$ cat config.mk
export PLATFORM = sky130hd
export DESIGN_NAME = led_scan_driver_flat
export DESIGN_NICKNAME = d
export VERILOG_FILES = /design/src/rtl/led_scan_driver_if.sv /design/src/rtl/led_scan_driver.sv /design/src/flat_wrapper.sv
export SDC_FILE = /design/constraint.sdc
export NUM_CORES = 1
export LEC_CHECK = 0
export CAP_MARGIN = 20
export CORE_ASPECT_RATIO = 1.2
export CORE_MARGIN = 1
export CORE_UTILIZATION = 39
export CTS_CLUSTER_SIZE = 12
export DETAILED_ROUTE_END_ITERATION = 10
export GPL_TIMING_DRIVEN = 1
export HOLD_SLACK_MARGIN = 0.03
export PLACE_DENSITY = 0.64
export SLEW_MARGIN = 20
export SYNTH_ARGS = -nofsm -noshare
export SYNTH_HDL_FRONTEND = slang
export SYNTH_SLANG_ARGS = --single-unit
$ cat constraint.sdc
create_clock -name clk -period 3.6 [get_ports clk]
set_input_delay 0.54 -clock clk [delete_from_list [all_inputs] [get_ports clk]]
set_output_delay 0.54 -clock clk [all_outputs]
set_load 0.005 [all_outputs]
$ cat src/rtl/led_scan_driver_if.sv
// Bundle between the scan driver and the display digit sources.
//   num        : 4-bit digit value returned by the source whose en bit is low
//   digit_mask : 1 = digit enabled (slot kept, en stays high when 0)
//   lz_en      : 1 = blank leading zeros
//   en         : active-low digit enables, at most one low at a time
//   seg        : active-low segments {dp,g,f,e,d,c,b,a}
//   frame_tick : one-cycle pulse on the first cycle of the top digit's slot
// master = scan driver, slave = digit sources / display side.
interface led_scan_driver_if #(
    parameter int NUM_DIGITS = 8
);
    logic [3:0]            num;
    logic [NUM_DIGITS-1:0] digit_mask;
    logic                  lz_en;
    logic [NUM_DIGITS-1:0] en;
    logic [7:0]            seg;
    logic                  frame_tick;

    modport master (
        input  num, digit_mask, lz_en,
        output en, seg, frame_tick
    );

    modport slave (
        output num, digit_mask, lz_en,
        input  en, seg, frame_tick
    );
endinterface

$ cat src/rtl/led_scan_driver.sv
// Multiplexed 7-segment scan controller.
// Steps through NUM_DIGITS slots of SCAN_DIV cycles each, top digit first.
// Every slot opens with BLANK_CYCLES of all-high enables, then one SETTLE
// cycle with the digit enable low, then SHOW cycles where seg holds the
// decode of num sampled at the end of SETTLE. Optional leading-zero blanking.
// Ports:
//   clk   : system clock
//   rst_n : asynchronous active-low reset
//   bus   : led_scan_driver_if master modport (num/digit_mask/lz_en in,
//           en/seg/frame_tick out, all outputs registered)
module led_scan_driver #(
    parameter int NUM_DIGITS   = 8,
    parameter int SCAN_DIV     = 100000,
    parameter int BLANK_CYCLES = 1000
) (
    input  logic              clk,
    input  logic              rst_n,
    led_scan_driver_if.master bus
);
    localparam int CW = $clog2(SCAN_DIV);
    localparam int IW = $clog2(NUM_DIGITS);
    localparam logic [CW-1:0] CNT_LAST   = CW'(SCAN_DIV - 1);
    localparam logic [CW-1:0] CNT_SETTLE = CW'(BLANK_CYCLES);
    localparam logic [IW-1:0] IDX_TOP    = IW'(NUM_DIGITS - 1);

    typedef enum logic [1:0] {
        ST_BLANK,
        ST_SETTLE,
        ST_SHOW
    } state_e;

    state_e                state_q, state_d;
    logic                  run_q, run_d;
    logic [CW-1:0]         cnt_q, cnt_d;
    logic [IW-1:0]         idx_q, idx_d;
    logic                  act_q, act_d;
    logic                  lzen_q, lzen_d;
    logic                  nz_q, nz_d;
    logic [NUM_DIGITS-1:0] en_q, en_d;
    logic [7:0]            seg_q, seg_d;
    logic                  tick_q, tick_d;
    logic [NUM_DIGITS-1:0] dig_sel;

    function automatic logic [7:0] seg_decode(input logic [3:0] v);
        case (v)
            4'h0: seg_decode = 8'hC0;
            4'h1: seg_decode = 8'hF9;
            4'h2: seg_decode = 8'hA4;
            4'h3: seg_decode = 8'hB0;
            4'h4: seg_decode = 8'h99;
            4'h5: seg_decode = 8'h92;
            4'h6: seg_decode = 8'h82;
            4'h7: seg_decode = 8'hF8;
            4'h8: seg_decode = 8'h80;
            4'h9: seg_decode = 8'h90;
            4'hA: seg_decode = 8'h88;
            4'hB: seg_decode = 8'h83;
            4'hC: seg_decode = 8'hC6;
            4'hD: seg_decode = 8'hA1;
            4'hE: seg_decode = 8'h86;
            4'hF: seg_decode = 8'h8E;
            default: seg_decode = 8'hFF;
        endcase
    endfunction

    always_ff @(posedge clk or negedge rst_n) begin
        if (!rst_n) begin
            state_q <= ST_BLANK;
            run_q   <= 1'b0;
            cnt_q   <= '0;
            idx_q   <= IDX_TOP;
            act_q   <= 1'b0;
            lzen_q  <= 1'b0;
            nz_q    <= 1'b0;
            en_q    <= '1;
            seg_q   <= '1;
            tick_q  <= 1'b0;
        end else begin
            state_q <= state_d;
            run_q   <= run_d;
            cnt_q   <= cnt_d;
            idx_q   <= idx_d;
            act_q   <= act_d;
            lzen_q  <= lzen_d;
            nz_q    <= nz_d;
            en_q    <= en_d;
            seg_q   <= seg_d;
            tick_q  <= tick_d;
        end
    end

    // Outputs are registered from the next-state values so that en/seg/tick
    // line up with the slot position they describe. The first edge after
    // reset re-enters slot 0 of the top digit (run_q low) so that cycle
    // carries frame_tick.
    always_comb begin
        run_d = 1'b1;
        if (!run_q) begin
            cnt_d = '0;
            idx_d = IDX_TOP;
        end else if (cnt_q == CNT_LAST) begin
            cnt_d = '0;
            idx_d = (idx_q == '0) ? IDX_TOP : idx_q - 1'b1;
        end else begin
            cnt_d = cnt_q + 1'b1;
            idx_d = idx_q;
        end

        if (cnt_d == CNT_SETTLE) begin
            state_d = ST_SETTLE;
        end else if (cnt_d > CNT_SETTLE) begin
            state_d = ST_SHOW;
        end else begin
            state_d = ST_BLANK;
        end

        dig_sel = {{(NUM_DIGITS-1){1'b0}}, 1'b1} << idx_d;
        tick_d  = (cnt_d == '0) && (idx_d == IDX_TOP);
        en_d    = '1;
        seg_d   = '1;
        act_d   = act_q;
        lzen_d  = lzen_q;
        nz_d    = tick_d ? 1'b0 : nz_q;

        case (state_d)
            ST_SETTLE: begin
                act_d  = bus.digit_mask[idx_d];
                lzen_d = bus.lz_en;
            end
            ST_SHOW: begin
                if (state_q == ST_SETTLE) begin
                    // Single sample point per slot; num is valid here
                    // because en was low throughout SETTLE.
                    if (act_q) begin
                        if (bus.num != 4'h0) begin
                            nz_d = 1'b1;
                        end
                        if (lzen_q && !nz_q && (bus.num == 4'h0) && (idx_q != '0)) begin
                            seg_d = '1;
                        end else begin
                            seg_d = seg_decode(bus.num);
                        end
                    end
                end else begin
                    seg_d = seg_q;
                end
            end
            default: ;
        endcase

        if ((state_d != ST_BLANK) && act_d) begin
            en_d = ~dig_sel;
        end
    end

    assign bus.en         = en_q;
    assign bus.seg        = seg_q;
    assign bus.frame_tick = tick_q;
endmodule

$ cat src/flat_wrapper.sv
// flat-port wrapper written by rule: the top's interface ports become plain ports
module led_scan_driver_flat 
#(
    parameter int NUM_DIGITS   = 8,
    parameter int SCAN_DIV     = 100000,
    parameter int BLANK_CYCLES = 1000
)
  (clk, rst_n, bus_num, bus_digit_mask, bus_lz_en, bus_en, bus_seg, bus_frame_tick);
  led_scan_driver_if #(.NUM_DIGITS(NUM_DIGITS)) bus_i ();
  input  logic clk;
  input  logic rst_n;
  input wire logic [$bits(bus_i.num)-1:0] bus_num;
  input wire logic [$bits(bus_i.digit_mask)-1:0] bus_digit_mask;
  input wire logic [$bits(bus_i.lz_en)-1:0] bus_lz_en;
  output wire logic [$bits(bus_i.en)-1:0] bus_en;
  output wire logic [$bits(bus_i.seg)-1:0] bus_seg;
  output wire logic [$bits(bus_i.frame_tick)-1:0] bus_frame_tick;
  assign bus_i.num = bus_num;
  assign bus_i.digit_mask = bus_digit_mask;
  assign bus_i.lz_en = bus_lz_en;
  assign bus_en = bus_i.en;
  assign bus_seg = bus_i.seg;
  assign bus_frame_tick = bus_i.frame_tick;
  led_scan_driver #(.NUM_DIGITS(NUM_DIGITS), .SCAN_DIV(SCAN_DIV), .BLANK_CYCLES(BLANK_CYCLES)) u_core (.clk(clk), .rst_n(rst_n), .bus(bus_i));
endmodule
==> results.cfg <==
[placed_design]
placement.setup.worst_slack_ns = 0.511
dp_hpwl_um = 4550
place.gp.congestion = 0.827
buffer_ports.inserted = 30
dp.cells = 419
postPlaceCellArea_sq_um = 3110

[route]
wl_per_cell_um = 14.5
viasPerCell = 5.60
wl_um = 6210
drcViolationCount = 0
final_antenna_net_count = 0
dr_total_vias = 2393
starting_drc_count_in_detailed_routing = 145
first_pass_drt_iterations = 4

[global_routing]
antenna_violations_before_repair = 0
globalRouteTotalUtil = 0.179
vias_in_the_first_global_route = 2142
grt_pass1_wl_um = 10300
gr-total-overflow = 0
grt_max_degree = 43

[logic_synthesis]
synth-edff-count = 0
syn_avg_cell_area_sq_um = 8.79
yosys_register_bits = 42
synth.yosys.warnings = 0
synth_cell_area_sq_um = 2760
ys_seq_area_frac = 0.389
syn-instance-count = 314
ys_dominant_reg_cell = sky130_fd_sc_hd__dfrtp_1
ys_types = 59
async_set_or_reset_flop_fraction_in_the_synthesized_netlist = 1.00

[setup_path]
category_of_the_critical_setup_timing_path = flop to flop
critical_path_arrival_ns = 3.30
critical_path_fanout_max = 13
required_ns = 3.78
reg2reg_setup_slack_ns = 0.49
critPathLaunchType = flop
worst_setup_path_end_kind = flop

[sta]
timing_hold_violations_final = 0
finalWorstSetupSlack_ns = 0.489
finalClockSkew_ns = 0.00256
max_slew_margin = 0.387
final_min_period_over_clock_period = 0.864
worst_slew_pin_slew_ns = 0.919
setup_viol = 0
total_count_of_max_transition_violations_in_the_final_report = 0
finalHoldWorstSlack_ns = 0.384
setup_total_negative_slack_ns = 0
max_freq_ghz = 0.321
grt_setup_unrepaired = false
finalCriticalPeriod_ns = 3.11

[power]
combinationalPowerShare = 0.091
report.power.total_uw = 945
vdd_drop_max_mv = 0.212
internal_power_of_the_cells_uw = 724
net-switching-power_uw = 221
power.share.switching = 0.234
power.static_leakage_nw = 1.30
power_frac_seq = 0.515
power_share_of_the_clock_group = 0.394
power_per_cell_area_nw_per_um2 = 293

[floorplan]
chip_width_um = 78.8
design.die.area_sq_um = 7420
start_util = 0.403
fp.coreArea_sq_um = 6850
core.rowCount = 33
die_height_um = 94.2
ports_placed_on_the_boundary = 32

[cells_and_area]
area_growth_syn_to_layout_pct = 16.7
layout.cells.non_filler = 427
fin_area_sq_um = 3220
post-route-util = 0.470
final_layout_size_suffix_gt1_frac = 0.129
layout.nets = 363
insertedDiodeCount = 0

[clocking]
cts_stage_hold_buffer_count = 0
tritoncts_num_sinks = 42
clk_pin_slew_worst_paths_ns = 0.08
max_h_tree_level = 2
cts_buffers = 5
cts_tree = yes
cts.repair_timing.setup_buffer_count = 0
cts_resized = 0
clk_root_buffer_cell = sky130_fd_sc_hd__clkbuf_8
clk_latency_ns = 0.29
clockBufferDepth = 2

[min_path]
hold_class = primary input to asynchronous set/reset pin

[run]
cap_violations = 0

[status]
status = complete, no violations
layout by cell type, fill, tap and decap left out, types with 13 or more instances in the layout:
cell type and instances:
sky130_fd_sc_hd__clkdlybuf4s50_1 29, sky130_fd_sc_hd__dfrtp_1 24, sky130_fd_sc_hd__dfstp_2 18, sky130_fd_sc_hd__nand2_1 32
sky130_fd_sc_hd__nand3_1 13, sky130_fd_sc_hd__nand4_1 14, sky130_fd_sc_hd__nor2_1 28, sky130_fd_sc_hd__nor3_1 17
sky130_fd_sc_hd__o21ai_0 16, sky130_fd_sc_hd__xnor2_1 13
kinds of logic after synthesis:
kind of cell	count (synthesis)	share of synthesized area
AO/OA/AOI/OAI	58	0.137
XOR/XNOR	15	0.0476
adder cells (fa/ha/maj)	9	0.0408
buffers and inverters	28	0.0435
flip-flops	42	0.389
multiplexers	11	0.0439
other	1	0.00136
AND/OR/NAND/NOR	150	0.297
cells in the mapped netlist, types with 3 or more instances:
cell | instances | area (sq um)
sky130_fd_sc_hd__a22oi_1 | 3 | 22.5
sky130_fd_sc_hd__mux2i_1 | 5 | 50.1
sky130_fd_sc_hd__mux2_2 | 5 | 56.3
sky130_fd_sc_hd__o21ai_0 | 16 | 80.1
sky130_fd_sc_hd__nor3_1 | 17 | 85.1
sky130_fd_sc_hd__and3_1 | 8 | 50.1
sky130_fd_sc_hd__a21oi_1 | 10 | 50.1
sky130_fd_sc_hd__xnor2_1 | 13 | 114
sky130_fd_sc_hd__nor4bb_1 | 3 | 30.0
sky130_fd_sc_hd__nor2_1 | 28 | 105
sky130_fd_sc_hd__o211ai_1 | 5 | 37.5
sky130_fd_sc_hd__nand2_1 | 32 | 120
sky130_fd_sc_hd__inv_1 | 11 | 41.3
sky130_fd_sc_hd__clkbuf_1 | 8 | 30.0
sky130_fd_sc_hd__nor4_1 | 5 | 31.3
sky130_fd_sc_hd__and4_1 | 3 | 26.3
sky130_fd_sc_hd__buf_4 | 3 | 22.5
sky130_fd_sc_hd__o22ai_1 | 8 | 50.1
sky130_fd_sc_hd__dfrtp_1 | 24 | 601
sky130_fd_sc_hd__dfstp_2 | 18 | 473
sky130_fd_sc_hd__and2_1 | 3 | 18.8
sky130_fd_sc_hd__nand2b_1 | 5 | 31.3
sky130_fd_sc_hd__ha_1 | 9 | 113
sky130_fd_sc_hd__nand4_1 | 14 | 87.6
sky130_fd_sc_hd__nor2b_1 | 4 | 25.0
sky130_fd_sc_hd__nand3_1 | 13 | 65.1
sky130_fd_sc_hd__buf_2 | 3 | 15.0
final cells by class:
type,count,area (sq um)
tap,87,109
sequential,42,1070
clock inverter,2,36.3
clock buffer,6,72.6
timing repair buffer,32,310
fill,689,3630
multi-input combinational,245,1570
inverter,13,48.8
layer usage:
layer / GRT usage / wire, um / vias to the layer above
li1: - / - / 1189
met1: 0.231 / 2820 / 1138
met2: 0.297 / 3040 / 60
met3: 0.0330 / 273 / 6
met4: 0.0652 / 73 / 0
met5: 0 / 0 / -
final timing paths:
check                                     startpoint                        end  depth (start not counted)
setup / recovery           u_core.cnt_q[0]$_DFF_PN0_  u_core.lzen_q$_DFFE_PN0N_                          8
hold / removal                                 rst_n  u_core.cnt_q[6]$_DFF_PN0_                          1
setup reg to reg           u_core.cnt_q[0]$_DFF_PN0_  u_core.lzen_q$_DFFE_PN0N_                          8
hold reg to reg            u_core.lzen_q$_DFFE_PN0N_  u_core.lzen_q$_DFFE_PN0N_                          1
max in group asynchronous                      rst_n  u_core.cnt_q[9]$_DFF_PN0_                          1
min in group clk           u_core.lzen_q$_DFFE_PN0N_  u_core.lzen_q$_DFFE_PN0N_                          1
power by group through the flow:
| stage | clock [mW] | combinational [mW] | sequential [mW] |
|---|---|---|---|
| after floorplan | 0 | 0.0516 | 0.490 |
| after global placement | 0 | 0.0869 | 0.494 |
| after detailed placement | 0 | 0.0871 | 0.495 |
| after CTS | 0.386 | 0.0873 | 0.486 |
| after global routing | 0.410 | 0.0968 | 0.488 |
| final | 0.372 | 0.0863 | 0.486 |
state kept, by name, indices dropped and copies added, names as in the netlist:
| register | cells |
|---|---|
| u_core.cnt_q | 17 |
| u_core.state_q | 2 |
| u_core.nz_q | 1 |
| u_core.bus.frame_tick | 1 |
| u_core.run_q | 1 |
| u_core.bus.en | 8 |
| u_core.idx_q | 3 |
| u_core.lzen_q | 1 |
| u_core.act_q | 1 |
| u_core.bus.seg | 7 |
worst max-delay path: stages, from the launching register on:
cell	delay (ns)
sky130_fd_sc_hd__dfrtp_1	0.48
sky130_fd_sc_hd__ha_1	0.50
sky130_fd_sc_hd__nand4_4	0.20
sky130_fd_sc_hd__or4b_4	0.57
sky130_fd_sc_hd__a21oi_2	0.19
sky130_fd_sc_hd__and4b_1	0.25
sky130_fd_sc_hd__nand3_2	0.11
sky130_fd_sc_hd__or3_1	0.40
sky130_fd_sc_hd__mux2_4	0.31
No activity file was read; power rests on OpenSTA's default activity.
